==> config.mk <==
export PLATFORM = sky130hd
export DESIGN_NAME = perf_monitor
export DESIGN_NICKNAME = d
export VERILOG_FILES = /design/src/rtl/perf_monitor.sv
export SDC_FILE = /design/constraint.sdc
export NUM_CORES = 1
export LEC_CHECK = 0
export ABC_AREA = 1
export CAP_MARGIN = 10
export CORE_AREA = 2 2 120 209
export CTS_CLUSTER_SIZE = 28
export DETAILED_ROUTE_END_ITERATION = 6
export DIE_AREA = 0 0 122 211
export HOLD_SLACK_MARGIN = 0.1
export PLACE_DENSITY = 0.84
export SYNTH_ARGS = -nofsm -noshare
export SYNTH_HDL_FRONTEND = slang
export SYNTH_SLANG_ARGS = --single-unit
==> constraint.sdc <==
create_clock -name i_clk -period 1.7 [get_ports i_clk]
set_clock_uncertainty 0.15 [all_clocks]
set_input_delay 0.34 -clock i_clk [delete_from_list [all_inputs] [get_ports i_clk]]
set_output_delay 0.34 -clock i_clk [all_outputs]
set_load 0.03 [all_outputs]
==> src/rtl/perf_monitor.sv <==
// Retire-stage performance monitor: debug pass-through, saturating
// event counters, halt detection and a registered counter read port.
module perf_monitor #(
    parameter int          CNT_W   = 32,
    parameter logic [31:0] HALT_PC = 32'h0000_001C
) (
    input  logic             i_clk,
    input  logic             i_reset,
    input  logic             i_wb_vld,
    input  logic [31:0]      i_wb_pc,
    input  logic             i_wb_ctrl,
    input  logic             i_wb_mispred,
    input  logic             i_clr,
    input  logic             i_freeze,
    input  logic [2:0]       i_rd_addr,
    output logic [CNT_W-1:0] o_rd_data,
    output logic [31:0]      o_pc_debug,
    output logic             o_insn_vld,
    output logic             o_ctrl,
    output logic             o_mispred,
    output logic             o_halt
);

    logic [CNT_W-1:0] cyc_q, cyc_d;
    logic [CNT_W-1:0] ins_q, ins_d;
    logic [CNT_W-1:0] ctl_q, ctl_d;
    logic [CNT_W-1:0] mis_q, mis_d;
    logic [CNT_W-1:0] rd_q, rd_d;
    logic [31:0]      pc_q, pc_d;
    logic [31:0]      last_pc_q, last_pc_d;
    logic             vld_q, vld_d;
    logic             ctl_o_q, ctl_o_d;
    logic             mis_o_q, mis_o_d;
    logic             halt_q, halt_d;
    logic             err_q, err_d;

    logic             active;
    logic             ev_ctl;
    logic             ev_mis;
    logic [CNT_W-1:0] status_ext;
    logic [CNT_W-1:0] pc_ext;

    function automatic logic [CNT_W-1:0] sat_inc(
        input logic [CNT_W-1:0] v,
        input logic             en
    );
        if (en && !(&v)) return v + {{(CNT_W-1){1'b0}}, 1'b1};
        return v;
    endfunction

    assign active = !i_freeze && !halt_q;
    assign ev_ctl = i_wb_vld && i_wb_ctrl;
    assign ev_mis = ev_ctl && i_wb_mispred;

    assign status_ext = {{(CNT_W-3){1'b0}}, err_q, halt_q, i_freeze};

    // Last PC is 32 bits wide; fit it to the counter width
    generate
        if (CNT_W > 32) begin : g_pc_wide
            assign pc_ext = {{(CNT_W-32){1'b0}}, last_pc_q};
        end else if (CNT_W == 32) begin : g_pc_eq
            assign pc_ext = last_pc_q;
        end else begin : g_pc_narrow
            assign pc_ext = last_pc_q[CNT_W-1:0];
        end
    endgenerate

    always_comb begin
        cyc_d     = cyc_q;
        ins_d     = ins_q;
        ctl_d     = ctl_q;
        mis_d     = mis_q;
        halt_d    = halt_q;
        err_d     = err_q;
        last_pc_d = last_pc_q;
        pc_d      = i_wb_pc;
        vld_d     = i_wb_vld;
        ctl_o_d   = ev_ctl;
        mis_o_d   = ev_mis;

        if (i_wb_vld) last_pc_d = i_wb_pc;

        if (i_clr) begin
            cyc_d  = '0;
            ins_d  = '0;
            ctl_d  = '0;
            mis_d  = '0;
            halt_d = 1'b0;
            err_d  = 1'b0;
        end else begin
            cyc_d = sat_inc(cyc_q, active);
            ins_d = sat_inc(ins_q, active && i_wb_vld);
            ctl_d = sat_inc(ctl_q, active && ev_ctl);
            mis_d = sat_inc(mis_q, active && ev_mis);
            if (i_wb_vld && i_wb_mispred && !i_wb_ctrl) err_d = 1'b1;
            if (i_wb_vld && (i_wb_pc == HALT_PC)) halt_d = 1'b1;
        end

        case (i_rd_addr)
            3'd0:    rd_d = cyc_q;
            3'd1:    rd_d = ins_q;
            3'd2:    rd_d = ctl_q;
            3'd3:    rd_d = mis_q;
            3'd4:    rd_d = status_ext;
            3'd5:    rd_d = pc_ext;
            default: rd_d = '0;
        endcase
    end

    always_ff @(posedge i_clk or negedge i_reset) begin
        if (!i_reset) begin
            cyc_q     <= '0;
            ins_q     <= '0;
            ctl_q     <= '0;
            mis_q     <= '0;
            rd_q      <= '0;
            pc_q      <= '0;
            last_pc_q <= '0;
            vld_q     <= 1'b0;
            ctl_o_q   <= 1'b0;
            mis_o_q   <= 1'b0;
            halt_q    <= 1'b0;
            err_q     <= 1'b0;
        end else begin
            cyc_q     <= cyc_d;
            ins_q     <= ins_d;
            ctl_q     <= ctl_d;
            mis_q     <= mis_d;
            rd_q      <= rd_d;
            pc_q      <= pc_d;
            last_pc_q <= last_pc_d;
            vld_q     <= vld_d;
            ctl_o_q   <= ctl_o_d;
            mis_o_q   <= mis_o_d;
            halt_q    <= halt_d;
            err_q     <= err_d;
        end
    end

    assign o_rd_data  = rd_q;
    assign o_pc_debug = pc_q;
    assign o_insn_vld = vld_q;
    assign o_ctrl     = ctl_o_q;
    assign o_mispred  = mis_o_q;
    assign o_halt     = halt_q;

endmodule

# Yosys cells after proc, flatten, opt, wreduce, memory -nomap -nowiden
# Index checks and enable logic that the tools add are counted.
totals:
  input_bits: 42
  register_bits: 229
  mem_bits_rw: 0
  n_memories: 0
  latchBits: 0
  output_inout_bits: 68
  rom_bits: 0
classes:
  multipliers: 0
  eq_ne: 6
  add_sub_neg: 4
  magnitude_cmp: 0
  n_shift: 0
  reduce_logical: 31
  div_mod_pow: 0
  muxes: 25
  bitwise: 0
op_table:
  columns: ["op", "count"]
  rows:
  - ["32-bit 2-to-1 mux", 12]
  - ["32-bit case mux with 6 select lines", 1]
  - ["32-bit by 1-bit adder with 32-bit output (second input constant)", 4]
  - ["32-bit AND reduction", 4]
  - ["32-bit by 5-bit == test with 1-bit output (second input constant)", 1]
  - ["1-bit logical AND", 13]
  - ["1-bit 2-to-1 mux", 12]
  - ["2-bit nonzero test", 6]
  - ["1-bit zero test", 7]
  - ["3-bit by 2-bit == test with 1-bit output (second input constant)", 2]
  - ["3-bit == test (second input constant)", 2]
  - ["3-bit by 1-bit == test with 1-bit output (second input constant)", 1]
  - ["3-bit zero test", 1]

# Longest topological paths before layout
# Gate-level depths: netlist (run 1).
logic_depth:
  ltp_word: 8
  mapped_depth: 13

# Worst setup path before layout (run 1)
# Ideal clock, no wire load.
synth_timing:
  path_type: "reg2reg"
  start: "register halt_q (netlist: o_halt)"
  end: "register mis_q[22]"
  stages_incl_launch_ff: 11
  period_less_slack_ns: 1.886
  slack_ns: -0.186
  arrival_ns: 1.671
  required_time_ns: 1.484
  cell_sequence: "dfrtp_1 > inv_1 > nand2_1 > nor2_4 > inv_2 > nor2_2 > inv_2 > a21oi_4 > buf_4 > nand4_1 > nand2_1"
synth_between:
  elab_chain_cells: 7
synth_lines:
  columns: ["item", "line", "rtl"]
  rows:
  - ["start, declared", "34", "logic halt_q, halt_d;"]
  - ["start signal, assigned", "135", "halt_q <= halt_d;"]
  - ["1-bit zero test", "51", "assign active = !i_freeze && !halt_q;"]
  - ["1-bit logical AND", "51", null]
  - ["1-bit logical AND", "94", "mis_d = sat_inc(mis_q, active && ev_mis);"]
  - ["1-bit logical AND", "47", "if (en && !(&v)) return v + {{(CNT_W-1){1'b0}}, 1'b1};"]
  - ["1-bit 2-to-1 mux", "47", null]
  - ["1-bit 2-to-1 mux", "83", "if (i_clr) begin"]
  - ["2-bit nonzero test (no source line)", null, null]
  - ["end signal, assigned", "128", "mis_q <= mis_d;"]
  - ["end, declared", "27", "logic [CNT_W-1:0] mis_q, mis_d;"]
# No other way between the ends. The select of a mux whose other input is x is not followed.
# A chain may end at the register's enable or synchronous reset.

# Worst setup path after layout (run 1)
layout_timing:
  start: "register ins_q[0]"
  end: "register ins_q[22]"
layout_between:
  elab_chain_cells: 6
  elab_cells_between_ends: 10
  cone_classes: "add/sub (1); mux (5); reduce/logical (4)"
layout_lines:
  columns: ["item", "line", "rtl"]
  rows:
  - ["start, declared", "25", "logic [CNT_W-1:0] ins_q, ins_d;"]
  - ["start signal, assigned", "126", "ins_q <= ins_d;"]
  - ["branches (longest 6 deep; another with 32-bit by 1-bit adder with 32-bit output)", null, null]
# Several ways; the timed one is not identified. The select of a mux whose other input is x is not followed.

==> impl_results.md, run 1 <==
- Main flop type after synthesis: dfrtp_1
- Placed Instances: 2469
- GP Congestion: 0.989
- Post-route DRC: 12
- Worst-Margin Slew: 0.522 ns
- Hpwl dp: 37100 microns
- Worst hold path class: in2async
- DR WL met3: 6400 microns
- Post-synth EDFFs: 0
- Outcome: finished with violations
- Antenna-violating nets left: 0
- Async SR Flop Fraction: 100%
- Sequential fraction of the synthesis area: 45.5%
- Setup Total Neg Slack: -25.39 ns
- GRT Total Usage: 40.8%
- Met2 routed WL: 26700 microns
- M1 WL: 18000 microns
- Synth-to-layout area growth: 52.7%
- Relative slew margins: 65.1%
- Die area: 0.0257 sq mm
- TritonRoute pass-1 iters: 7
- Post-synthesis cell type count: 40
- Non-Filler Instances: 2566
- Final #Nets: 2288
- Share of the synthesized area in the top cell type: 45.5%
- Post-Syn Area: 0.0126 sq mm
- WL final: 58800 microns
- Max clock buf depth: 3
- Crit Path Max Fanout: 6
- Clk Latency, worst-skew pair: 0.56 ns
- Input/output buffers: 109
- Die width: 122 microns
- Clock slew at reported path FFs: 0.07 ns
- Tmin final: 2.14 ns
- Synthesized area per cell: 7.21 sq um
- Largest area contributor in the synthesized netlist: dfrtp_1
- Largest net degree at the start of global routing: 56
- Post-Synthesis Cells: 1747
- Crit path max-delay family: simple AND/OR/NAND/NOR gates
- Setup CP Type: reg2reg
- Initial antenna violation count: 1
- Slowest Stage Delay on Critical Path: 0.38 ns
- WP data required: 1.98 ns
- ANT cells: 0
- Crit path arrival time: 2.42 ns
- Die Height: 211 microns
- Depth of the most critical reg-to-reg path: 9
- Num rows: 75
- Most frequent cell after synthesis: nand2_1
- DP Worst Slack: -0.567 ns
- Max Slew Vio Count: 0
- Failing checks: design-rule violations, negative setup slack
- FF+latch count, synth: 229
- I/O pin cnt: 110
- Critical Path Source Type: flip-flop
- Vias in the first global route: 14900
- Synth Warn #: 0
- Top cells by area, synth: dfrtp_1, nand2_1, nor2_1
- Top post-synthesis cells by count: nand2_1, nor2_1, dfrtp_1
- Via count: 15700
- MaxCap Viol Count: 0
- Worst VDD drop: 0.832 mV
- Worst-path cell with the longest stage delay: dfrtp_1
- Leakage power: 9.21 nW
- Iter 0 DRT Violations: 2167
- Uppermost layer routed: met5
- Final worst-path cycle share: 126%
- Fraction of layout cells with a size suffix above 1: 34.9%
- Worst setup EP type: flip-flop
- RSZ-0062 raised after global routing: true
- Core Util, Final: 80.4%
- DR WL/cell: 22.9 microns
- Root Driver: clkbuf_16
- CTS tree: yes
- Initial Util: 52.7%
- Core Area: 0.0239 sq mm
- Critical-path cell list: ha_2 -> nand2_2 -> nor2_4 -> nand2_2 -> nor2_4 -> buf_6 -> nand3b_1 -> a21oi_2 -> nor2_1
- Power Density: 662 mW/mm^2
- Global-route wire length before repair: 79100 microns
- PnR worst setup slack: -0.439 ns
- GRT overflow: 0
- CTS Buf Count: 23
- Post-synthesis net count: 1793
- Worst Path Buf+Inv: 1
- R2R setup slack: -0.44 ns
- Final hold vios: 0
- Routed vias/inst: 6.13
- H-Tree Depth: 1
- CTS sink count: 229
- # setup viols final: 131
- Fmax achieved: 468 MHz
- Critical Path Stages: 9
## timing repair
item / in CTS / in global routing
pin swaps: 44 / 77
setup endpoints to repair: 198 / 168
gates resized for setup: 385 / 250
endpoints found under the hold margin: 229 / 0
hold buffers: 3 / 0
buffers inserted: 20 / 27
gates cloned: 7 / 9
## metrics by stage
step	power, W	cell area, sq um	hold slack [ns]
global route	0.0130	19200	0.104
global placement	0.00697	16800	0.0673
finish	0.0127	19200	0.0796
CTS	0.0125	18200	0.109
detailed placement	0.00699	16800	0.0690
floorplan	0.00623	12800	-0.106
## cell families (layout without fill, tap and decap cells)
group           after synthesis  after routing  synth area share (%)
buf+inv                     211            722                  6.88
fa+ha+maj                     4              4                 0.397
flops                       229            229                  45.5
compound gates              169            169                  7.87
simple gates               1090           1090                  36.3
xor+xnor                     44             44                  3.06
## layout make-up
type	instances	area, sq um
Multi-Input combinational cell	1307	7140
Sequential cell	229	5740
Fill cell	1432	4680
Timing Repair Buffer	512	4450
Inverter	163	652
Clock buffer	28	634
Tap cell	308	385
Clock inverter	13	161
Timing Repair inverter	6	85.1
## cell usage in the layout (no fill, tap or decap), types with 4 or more instances in the layout
cell type / n
a21oi_1: 33
a21oi_2: 7
a22oi_1: 28
buf_12: 20
buf_2: 41
buf_4: 345
buf_6: 28
clkbuf_16: 27
clkbuf_8: 4
clkdlybuf4s15_2: 26
clkdlybuf4s50_1: 39
clkinv_2: 4
clkinv_8: 5
clkinvlp_4: 4
dfrtp_1: 223
dfrtp_2: 6
inv_1: 145
inv_2: 11
nand2_1: 517
nand2_2: 73
nand2_4: 23
nand2_8: 5
nand3_1: 96
nand3_2: 47
nand3_4: 15
nand3b_1: 10
nand4_1: 32
nor2_1: 203
nor2_2: 27
nor2_4: 28
nor3_1: 5
o21ai_0: 38
o21ai_1: 22
o21ai_2: 13
o221ai_1: 9
o22ai_1: 10
xnor2_1: 8
xor2_1: 35
## worst register-to-register path: cells and delay by family, from the launching register on
family	cells	cell delay, ns
AO/OA/AOI/OAI	1	0.35
adder cells (fa/ha/maj)	1	0.20
buffers and inverters	1	0.16
flip-flops	1	0.38
AND/OR/NAND/NOR	6	0.79
## routing by layer
layer,vias up,track usage (%)
met5,-,0
met4,2,35.3
met2,1332,68.3
met1,7249,43.0
met3,546,8.37
li1,6591,-
## where the power goes
group	switching [W]	leakage, nW	internal, W
Combinational	0.000912	5.78	0.000559
Sequential	0.0000963	3.04	0.00559
Clock	0.00246	0.381	0.00313
Total	0.00347	9.21	0.00928
## final timing paths
| kind | from | endpoint |
|---|---|---|
| setup reg to reg | ins_q[0] | ins_q[22] |
| min in group i_clk | i_wb_pc[22] | o_pc_debug[22] |
| max in group asynchronous | i_reset | ctl_q[26] |
| setup / recovery | ins_q[0] | ins_q[22] |
| hold / removal | i_reset | o_pc_debug[13] |
| hold reg to reg | last_pc_q[26] | o_rd_data[26] |
## sequential cells by signal, summed over array words and instances (netlist names)
signal and cells:
ctl_q 32, cyc_q 32, ins_q 32, last_pc_q 32, mis_q 32, o_pc_debug 32, o_rd_data 32, err_q 1
o_ctrl 1, o_halt 1, o_insn_vld 1, o_mispred 1
(Power assumes the default switching activity.)
==> run 2: changes to the inputs <==
--- a/config.mk
+++ b/config.mk
@@ -16,3 +16,4 @@
 export SYNTH_ARGS = -nofsm -noshare
 export SYNTH_HDL_FRONTEND = slang
 export SYNTH_SLANG_ARGS = --single-unit
+export TNS_END_PERCENT = 50
==> impl_results.md, run 2 (synthesis gave the netlist of run 1 again) <==
- Filler Cell Count: 1579
- Hpwl dp: 41000 microns
- Reg area: 0.00574 sq mm
- Outcome: finished with violations
- Switch share: 27.2%
- Setup Total Neg Slack: -24.77 ns
- Sw power: 0.00340 W
- GRT Total Usage: 43.3%
- Crit path arrival time: 2.43 ns
- Clock slew at reported path FFs: 0.07 ns
- Root Driver: clkbuf_16
- Critical Path Source: ctl_q[9]
- Most frequent cells in the layout: nand2_1, buf_4, dfrtp_1, nor2_1, inv_1
- Commonest non-fill, non-tap cell in the layout: nand2_1
- Crit Path Max Fanout: 4
- GRT overflow: 0
- Worst hold slack: 0.122 ns
- RSZ-0062 raised after global routing: true
- Worst setup EP type: flip-flop
- Clock power share: 42.8%
- R2R Path Start: ctl_q[9]
- Worst hold path class: in2reg
- H-Tree Depth: 1
- Max Slew Vio Count: 0
- Routed vias/inst: 5.88
- Failing checks: negative setup slack
- Synth-to-layout area growth: 51.9%
- I/O pin cnt: 110
- PnR worst setup slack: -0.410 ns
- CTS sink count: 229
- Worst VDD drop: 0.814 mV
- DR WL/cell: 22.7 microns
- WL final: 58900 microns
- Final worst-path cycle share: 124%
- Die Height: 211 microns
- ANT cells: 0
- Max clock buf depth: 3
- CTS Buf Count: 23
- Cell Int Power: 0.00909 W
- Die width: 122 microns
- CTS tree: yes
- Final hold vios: 0
- Post-route cell area: 0.0191 sq mm
- TritonRoute pass-1 iters: 6
- Iter 0 DRT Violations: 1647
- Worst Hold Launch: i_wb_pc[20]
- Antenna-violating nets left: 0
- Input/output buffers: 109
- Clk Latency, worst-skew pair: 0.56 ns
- Initial Util: 52.7%
- Fmax achieved: 474 MHz
- Tmin final: 2.11 ns
- Final #Nets: 2314
- Worst-Margin Slew: 0.487 ns
- Vias in the first global route: 14700
- Power Density: 653 mW/mm^2
- Initial antenna violation count: 1
- Core Area: 0.0239 sq mm
- Register share of total power: 45.5%
- Comb pwr share: 11.8%
- Global-route wire length before repair: 82400 microns
- GP Congestion: 1.09
- DP Worst Slack: -0.717 ns
- Fraction of layout cells with a size suffix above 1: 33.5%
- Setup CP Type: reg2reg
- Leakage power: 9.32 nW
- Critical Path Source Type: flip-flop
- Multi-input gate area: 0.00685 sq mm
- Relative slew margins: 67.6%
- # setup viols final: 141
- Post-placement cell area: 0.0170 sq mm
- Via count: 15200
- Largest net degree at the start of global routing: 45
- Die area: 0.0257 sq mm
- MaxCap Viol Count: 0
- Post-route DRC: 0
- Num rows: 75
- WP data required: 2.02 ns
run 2: per-stage QoR:
step,total power [W],util [%],cells
after floorplan,0.00623,-,1747
after global placement,0.00699,71.1,2514
after detailed placement,0.00701,71.1,2514
after CTS,0.0122,75.3,2563
after global routing,0.0128,80.0,2590
final,0.0125,80.0,2590
run 2: worst max-delay path, stage by stage, from the launching register on:
cell	delay, ns
dfrtp_1	0.41
nand2_1	0.13
nor2_1	0.20
nand2_1	0.12
nor2_4	0.29
nand2_4	0.20
nand2_4	0.14
buf_4	0.12
buf_4	0.12
nand3_1	0.07
o21ai_1	0.09
run 2: per-layer routing:
metal | GRT usage (%) | up-vias | part of all wire [%]
met1 | 43.3 | 7062 | 30
li1 | - | 6640 | -
met2 | 72.2 | 1095 | 47
met3 | 9.91 | 436 | 10
met5 | 0 | - | 0.019
met4 | 41.4 | 2 | 13
run 2: power groups by stage:
stage                     sequential, W  combinational (W)  clock [W]
after floorplan                 0.00588           0.000347          0
after global placement          0.00577            0.00121          0
after detailed placement        0.00577            0.00124          0
after CTS                       0.00568            0.00125    0.00530
after global routing            0.00569            0.00154    0.00556
final                           0.00568            0.00147    0.00534
run 2: repair_timing:
item / in CTS / in global routing
hold buffers: 1 / 0
hold endpoints to repair: 229 / 0
resized for setup: 315 / 244
gates cloned: 0 / 11
buffers inserted: 9 / 18
pin swaps: 27 / 83
endpoints found under the setup margin: 200 / 166
run 2: final timing paths:
kind                                        to  slack, ns  cells past startpoint
worst min-delay path            o_pc_debug[20]       0.12                      1
worst max register to register       ctl_q[30]      -0.41                     10
worst min register to register    last_pc_q[7]       0.34                      2
worst max-delay path                 ctl_q[30]      -0.41                     10
max in group asynchronous            ctl_q[27]       0.58                      3
min in group asynchronous             ins_q[6]       0.19                      2
run 2: cell type report:
cell class              instances  share of cell area, %
repair inverters                4                  0.301
well taps                     308                   2.01
repair buffers                540                   24.5
inverters                     163                   3.47
clock inverters                10                  0.660
multi-input cells            1307                   35.8
clock buffers                  29                   3.28
flip-flops and latches        229                   30.0
